**src/rtl/alu_arbiter_if.sv**
```systemverilog
// Bundle of requester, response and shared-ALU signals around alu_arbiter.
// The slave side is the arbiter; the master side is everything around it
// (the two requesters, the response consumer and the shared ALU).
interface alu_arbiter_if #(
  parameter int WIDTH = 32,
  parameter int OPW   = 3
);
  logic             req0_valid;
  logic             req0_ready;
  logic [OPW-1:0]   req0_op;
  logic [WIDTH-1:0] req0_rs;
  logic [WIDTH-1:0] req0_rt;

  logic             req1_valid;
  logic             req1_ready;
  logic [OPW-1:0]   req1_op;
  logic [WIDTH-1:0] req1_rs;
  logic [WIDTH-1:0] req1_rt;

  logic             resp_valid;
  logic             resp_ready;
  logic             resp_id;
  logic [WIDTH-1:0] resp_result;
  logic             resp_zero;
  logic             resp_err;

  logic [OPW-1:0]   alu_op;
  logic [WIDTH-1:0] alu_rs;
  logic [WIDTH-1:0] alu_rt;
  logic [WIDTH-1:0] alu_result;
  logic             alu_zero;

  modport slave (
    input  req0_valid, req0_op, req0_rs, req0_rt,
    input  req1_valid, req1_op, req1_rs, req1_rt,
    input  resp_ready, alu_result, alu_zero,
    output req0_ready, req1_ready,
    output resp_valid, resp_id, resp_result, resp_zero, resp_err,
    output alu_op, alu_rs, alu_rt
  );

  modport master (
    output req0_valid, req0_op, req0_rs, req0_rt,
    output req1_valid, req1_op, req1_rs, req1_rt,
    output resp_ready, alu_result, alu_zero,
    input  req0_ready, req1_ready,
    input  resp_valid, resp_id, resp_result, resp_zero, resp_err,
    input  alu_op, alu_rs, alu_rt
  );
endinterface

```
**src/rtl/alu_arbiter.sv**
```systemverilog
// Two-requester round-robin arbiter in front of a shared, registered ALU.
// One operation is in flight at a time: grant -> EXEC -> CAPT -> RESP -> IDLE.
// Illegal opcodes skip the ALU and go straight to RESP with resp_err set.
module alu_arbiter #(
  parameter int WIDTH = 32,
  parameter int OPW   = 3
) (
  input  logic          clk,
  input  logic          rst_n,
  alu_arbiter_if.slave  bus,
  output logic          busy
);

  typedef enum logic [1:0] {IDLE, EXEC, CAPT, RESP} state_t;

  state_t           state;
  state_t           state_nx;

  // Requester that wins a tie; flips to the other one after each completed response.
  logic             prio;

  logic             grant_any;
  logic             grant_id;
  logic [OPW-1:0]   gnt_op;
  logic [WIDTH-1:0] gnt_rs;
  logic [WIDTH-1:0] gnt_rt;
  logic             gnt_illegal;

  logic [OPW-1:0]   alu_op_q;
  logic [WIDTH-1:0] alu_rs_q;
  logic [WIDTH-1:0] alu_rt_q;
  logic             resp_id_q;
  logic [WIDTH-1:0] resp_result_q;
  logic             resp_zero_q;
  logic             resp_err_q;

  // Pick a winner while idle and mux its request; ready is gated by reset so nothing is accepted while held in reset.
  always_comb begin
    grant_any   = 1'b0;
    grant_id    = 1'b0;
    gnt_op      = '0;
    gnt_rs      = '0;
    gnt_rt      = '0;
    gnt_illegal = 1'b0;
    if (rst_n && state == IDLE && (bus.req0_valid || bus.req1_valid)) begin
      grant_any = 1'b1;
      grant_id  = (bus.req0_valid && bus.req1_valid) ? prio : bus.req1_valid;
    end
    if (grant_id) begin
      gnt_op = bus.req1_op;
      gnt_rs = bus.req1_rs;
      gnt_rt = bus.req1_rt;
    end else begin
      gnt_op = bus.req0_op;
      gnt_rs = bus.req0_rs;
      gnt_rt = bus.req0_rt;
    end
    gnt_illegal = (gnt_op > OPW'(4));
  end

  // State register.
  always_ff @(posedge clk or negedge rst_n) begin
    if (!rst_n) begin
      state <= IDLE;
    end else begin
      state <= state_nx;
    end
  end

  // Next-state logic; EXEC and CAPT are fixed single cycles, RESP waits for the consumer.
  always_comb begin
    state_nx = state;
    case (state)
      IDLE: begin
        if (grant_any) begin
          state_nx = gnt_illegal ? RESP : EXEC;
        end
      end
      EXEC: state_nx = CAPT;
      CAPT: state_nx = RESP;
      RESP: begin
        if (bus.resp_ready) begin
          state_nx = IDLE;
        end
      end
      default: state_nx = IDLE;
    endcase
  end

  // Datapath registers: ALU drive on a legal grant, response capture, and the round-robin pointer on handshake.
  always_ff @(posedge clk or negedge rst_n) begin
    if (!rst_n) begin
      alu_op_q      <= '0;
      alu_rs_q      <= '0;
      alu_rt_q      <= '0;
      resp_id_q     <= 1'b0;
      resp_result_q <= '0;
      resp_zero_q   <= 1'b0;
      resp_err_q    <= 1'b0;
      prio          <= 1'b0;
    end else begin
      case (state)
        IDLE: begin
          if (grant_any) begin
            resp_id_q <= grant_id;
            if (gnt_illegal) begin
              resp_err_q    <= 1'b1;
              resp_result_q <= '0;
              resp_zero_q   <= 1'b0;
            end else begin
              alu_op_q <= gnt_op;
              alu_rs_q <= gnt_rs;
              alu_rt_q <= gnt_rt;
            end
          end
        end
        CAPT: begin
          resp_result_q <= bus.alu_result;
          resp_zero_q   <= bus.alu_zero;
          resp_err_q    <= 1'b0;
        end
        RESP: begin
          if (bus.resp_ready) begin
            prio <= ~resp_id_q;
          end
        end
        default: ;
      endcase
    end
  end

  assign bus.req0_ready  = grant_any && !grant_id;
  assign bus.req1_ready  = grant_any &&  grant_id;
  assign bus.resp_valid  = (state == RESP);
  assign bus.resp_id     = resp_id_q;
  assign bus.resp_result = resp_result_q;
  assign bus.resp_zero   = resp_zero_q;
  assign bus.resp_err    = resp_err_q;
  assign bus.alu_op      = alu_op_q;
  assign bus.alu_rs      = alu_rs_q;
  assign bus.alu_rt      = alu_rt_q;
  assign busy            = (state != IDLE);

endmodule
```
**src/flat_wrapper.sv**
```systemverilog
// flat-port wrapper written by rule: the top's interface ports become plain ports
module alu_arbiter_flat 
#(
  parameter int WIDTH = 32,
  parameter int OPW   = 3
)
  (clk, rst_n, busy, bus_req0_valid, bus_req0_op, bus_req0_rs, bus_req0_rt, bus_req1_valid, bus_req1_op, bus_req1_rs, bus_req1_rt, bus_resp_ready, bus_alu_result, bus_alu_zero, bus_req0_ready, bus_req1_ready, bus_resp_valid, bus_resp_id, bus_resp_result, bus_resp_zero, bus_resp_err, bus_alu_op, bus_alu_rs, bus_alu_rt);
  alu_arbiter_if #(.WIDTH(WIDTH), .OPW(OPW)) bus_i ();
  input  logic clk;
  input  logic rst_n;
  output logic busy;
  input wire logic [$bits(bus_i.req0_valid)-1:0] bus_req0_valid;
  input wire logic [$bits(bus_i.req0_op)-1:0] bus_req0_op;
  input wire logic [$bits(bus_i.req0_rs)-1:0] bus_req0_rs;
  input wire logic [$bits(bus_i.req0_rt)-1:0] bus_req0_rt;
  input wire logic [$bits(bus_i.req1_valid)-1:0] bus_req1_valid;
  input wire logic [$bits(bus_i.req1_op)-1:0] bus_req1_op;
  input wire logic [$bits(bus_i.req1_rs)-1:0] bus_req1_rs;
  input wire logic [$bits(bus_i.req1_rt)-1:0] bus_req1_rt;
  input wire logic [$bits(bus_i.resp_ready)-1:0] bus_resp_ready;
  input wire logic [$bits(bus_i.alu_result)-1:0] bus_alu_result;
  input wire logic [$bits(bus_i.alu_zero)-1:0] bus_alu_zero;
  output wire logic [$bits(bus_i.req0_ready)-1:0] bus_req0_ready;
  output wire logic [$bits(bus_i.req1_ready)-1:0] bus_req1_ready;
  output wire logic [$bits(bus_i.resp_valid)-1:0] bus_resp_valid;
  output wire logic [$bits(bus_i.resp_id)-1:0] bus_resp_id;
  output wire logic [$bits(bus_i.resp_result)-1:0] bus_resp_result;
  output wire logic [$bits(bus_i.resp_zero)-1:0] bus_resp_zero;
  output wire logic [$bits(bus_i.resp_err)-1:0] bus_resp_err;
  output wire logic [$bits(bus_i.alu_op)-1:0] bus_alu_op;
  output wire logic [$bits(bus_i.alu_rs)-1:0] bus_alu_rs;
  output wire logic [$bits(bus_i.alu_rt)-1:0] bus_alu_rt;
  assign bus_i.req0_valid = bus_req0_valid;
  assign bus_i.req0_op = bus_req0_op;
  assign bus_i.req0_rs = bus_req0_rs;
  assign bus_i.req0_rt = bus_req0_rt;
  assign bus_i.req1_valid = bus_req1_valid;
  assign bus_i.req1_op = bus_req1_op;
  assign bus_i.req1_rs = bus_req1_rs;
  assign bus_i.req1_rt = bus_req1_rt;
  assign bus_i.resp_ready = bus_resp_ready;
  assign bus_i.alu_result = bus_alu_result;
  assign bus_i.alu_zero = bus_alu_zero;
  assign bus_req0_ready = bus_i.req0_ready;
  assign bus_req1_ready = bus_i.req1_ready;
  assign bus_resp_valid = bus_i.resp_valid;
  assign bus_resp_id = bus_i.resp_id;
  assign bus_resp_result = bus_i.resp_result;
  assign bus_resp_zero = bus_i.resp_zero;
  assign bus_resp_err = bus_i.resp_err;
  assign bus_alu_op = bus_i.alu_op;
  assign bus_alu_rs = bus_i.alu_rs;
  assign bus_alu_rt = bus_i.alu_rt;
  alu_arbiter #(.WIDTH(WIDTH), .OPW(OPW)) u_core (.clk(clk), .rst_n(rst_n), .bus(bus_i), .busy(busy));
endmodule
```
**config.mk**
```make
export PLATFORM = sky130hd
export DESIGN_NAME = alu_arbiter_flat
export DESIGN_NICKNAME = d
export VERILOG_FILES = /design/src/rtl/alu_arbiter_if.sv /design/src/rtl/alu_arbiter.sv /design/src/flat_wrapper.sv
export SDC_FILE = /design/constraint.sdc
export NUM_CORES = 1
export LEC_CHECK = 0
export ABC_AREA = 0
export BUFFER_PORTS_ARGS = -buffer_cell sky130_fd_sc_hd__buf_2
export CORE_MARGIN = 2
export CORE_UTILIZATION = 45
export DETAILED_ROUTE_END_ITERATION = 8
export GPL_ROUTABILITY_DRIVEN = 1
export PLACE_DENSITY = 0.81
export SLEW_MARGIN = 20
export SYNTH_ARGS = -nofsm -noshare
export SYNTH_HDL_FRONTEND = slang
export SYNTH_SLANG_ARGS = --single-unit
export TNS_END_PERCENT = 50
```
**constraint.sdc**
```tcl
create_clock -name clk -period 2.75 [get_ports clk]
set_input_delay 0.275 -clock clk [delete_from_list [all_inputs] [get_ports clk]]
set_output_delay 0.275 -clock clk [all_outputs]
set_load 0.01 [all_outputs]
```
==> reports/qor.yml <==
outcome: "completed"
drive_above_1_share: 0.717
final_common_cell: "buf_2"
pwr-share-comb: 0.470
fin_nets: 784
ioPinCount: 278
worst_r2r_endpoint: "u_core.bus.alu_rt[29]"
ir_worst_vdd_uv: 532
internal_power_w: 0.00433
cts_buffers: 9
syn_inst: 333
worstPathArrival_ns: 2.66
r2r_cells: 6
maxCapViolCount: 0
area_growth_pct: 34.2
clk_latency_ns: 0.35
final_max_slew_viol_count: 0
layout_common_cells: "buf_2, dfrtp_1, mux2_2, mux2_4, a22o_1"
skew_ns: 0.00963
cts_root_buffer: "clkbuf_8"
via_per_inst: 5.06
critical_path_required_ns: 2.98
p_per_area_nw_per_um2: 996
yosysWarnings: 0
wl_per_cell_um: 16.6
clk_pin_slew_ns: 0.10
cts_htree_levels: 3
ctsLongestPathBuffers: 2
setup_violations: 0
hold_ws_ns: 0.127
grt_max_degree: 76
drt_first_pass_iters: 4
ys_types: 32
syn_area_um2: 4990
fin_util: 0.618
start_util: 0.460
p_clk_frac: 0.122
switching_share: 0.351
via_count: 3805
critPathMaxFanout: 27
drt_wl_total_um: 12500
fin_crit_sh: 0.882
hold_class: "in2reg"
grt_usage: 0.206
cts_sinks: 105
die_h_um: 109
slew_headroom: 0.396
fin_crit_ns: 2.43
dpl.hpwl_um: 9620
grt_pass1_wl_um: 18900
finalHoldViolCount: 0
synth-seq-area-share: 0.526
r2r-start: "u_core.state[1]"
holdPathStages: 2
first_iter_violations: 107
ctsResizeCount: 0
avgSynthCellArea_um2: 15.0
power.switching_w: 0.00234
tightestPinTransition_ns: 0.906
core_area_um2: 10800
grt_overflow: 0
post_cts_buffers: 0
die_w_um: 109
power_w: 0.00667
hp-start: "bus_alu_result[4]"
postRouteAntennaNets: 0
cts_tree: "done"
fmax_mhz: 412
antenna_found_initial: 0
tns_ns: 0
final_cells: 752
regToRegSetupSlack_ns: 0.32
start_kind: "flip-flop"
holdPathEnd: "u_core.bus.resp_result[4]"
antennaDiodeCount: 0
fp-row-count: 38
place.gp.congestion: 0.827
seq_power_share: 0.407
p_leak_nw: 3.44
rsz0062_at_grt: "no"
portBuffers: 277
drc: 0
die_area_um2: 11900
grt_pass1_vias: 3876
syn_nets: 509
dp_cells: 736
synth_seq_cells: 105
hold_buffers: 1
crit_path_end_kind: "flip-flop"
critPathKind: "reg2reg"
## critical path, cell delays in order (launching register included)
cell and delay (ns):
dfrtp_1 0.41, inv_1 0.11, ha_1 0.33, o211ai_1 0.30, nor3_2 0.35, buf_4 0.41, mux2_2 0.38
## per-stage QoR
stage | setup WS [ns] | instance area [um^2]
after floorplan | 0.717 | 4990
after global placement | 0.418 | 6530
after detailed placement | 0.320 | 6530
after CTS | 0.316 | 6700
after global routing | 0.143 | 6700
final | 0.323 | 6700
## layer usage
| layer | vias up | GRT usage | wire length, um |
|---|---|---|---|
| li1 | 1773 | - | - |
| met1 | 1836 | 0.237 | 4730 |
| met2 | 181 | 0.361 | 6290 |
| met3 | 15 | 0.0694 | 1260 |
| met4 | 0 | 0.0651 | 195 |
| met5 | - | 0 | 0 |
## kinds of logic (layout without fill, tap and decap cells)
logic type | count (synthesis) | after routing | synth area share
adder cells (fa/ha/maj) | 4 | 4 | 0.0100
flip-flops | 105 | 105 | 0.526
multiplexers | 133 | 133 | 0.330
buffers and inverters | 27 | 306 | 0.0311
AND/OR/NAND/NOR | 14 | 14 | 0.0198
AO/OA/AOI/OAI | 50 | 50 | 0.0825
## power by group through the flow
stage               Combinational (W)  Sequential (W)  Clock [W]
floorplan                     0.00161         0.00305          0
global placement              0.00308         0.00271          0
detailed placement            0.00319         0.00272          0
CTS                           0.00318         0.00272   0.000858
global route                  0.00340         0.00281   0.000921
finish                        0.00314         0.00271   0.000817
## area by class of cell
class,count,area (um^2)
well taps,140,175
multi-input cells,201,2230
clock inverters,5,33.8
repair buffers,286,1480
inverters,5,18.8
fillers,833,4140
flip-flops and latches,105,2630
clock buffers,10,128
## cells in the mapped netlist
library cell | instances | area share
ha_1 | 4 | 0.010
nand3_1 | 1 | 0.0010
buf_6 | 5 | 0.011
o22ai_1 | 1 | 0.0013
buf_2 | 7 | 0.0070
a22o_1 | 33 | 0.058
nor2b_1 | 1 | 0.0013
a21oi_1 | 4 | 0.0040
a41oi_1 | 1 | 0.0018
nor3_1 | 2 | 0.0020
buf_4 | 2 | 0.0030
a2111oi_2 | 1 | 0.0030
a211o_1 | 1 | 0.0018
nor4b_4 | 1 | 0.0048
mux2_4 | 40 | 0.12
nand2_1 | 3 | 0.0023
o31a_1 | 1 | 0.0018
a211oi_2 | 1 | 0.0025
mux2_2 | 93 | 0.21
inv_1 | 5 | 0.0038
clkbuf_1 | 6 | 0.0045
o21ai_0 | 4 | 0.0040
dfrtp_1 | 105 | 0.53
nand2_2 | 1 | 0.0013
nand2b_2 | 1 | 0.0018
a31oi_1 | 1 | 0.0013
nor3b_1 | 1 | 0.0015
o22a_1 | 1 | 0.0018
nand4_2 | 1 | 0.0025
nor2_1 | 2 | 0.0015
o211ai_1 | 1 | 0.0015
buf_1 | 2 | 0.0015
## how the worst max path moves through the flow
stage | startpoint | to | slack [ns] | cells past startpoint
3_5_place_dp | u_core.state[1] | u_core.bus.alu_rt[23] | 0.32 | 6
5_1_grt | u_core.state[1] | u_core.bus.alu_rt[29] | 0.14 | 6
4_1_cts | u_core.state[1] | u_core.bus.alu_rt[29] | 0.32 | 6
6_report | u_core.state[1] | u_core.bus.alu_rt[29] | 0.32 | 6
2_1_floorplan | u_core.state[0] | u_core.bus.alu_rs[10] | 0.72 | 8
3_3_place_gp | u_core.state[0] | u_core.bus.alu_rt[29] | 0.42 | 6
## registers in the layout, summed over array words and instances (netlist names)
signal,flops
u_core.bus.alu_rt,32
u_core.prio,1
u_core.bus.resp_result,32
u_core.bus.resp_err,1
u_core.bus.alu_rs,32
u_core.bus.resp_id,1
u_core.state,2
u_core.bus.resp_zero,1
u_core.bus.alu_op,3
Note: power is estimated with default switching activity, not from simulation.
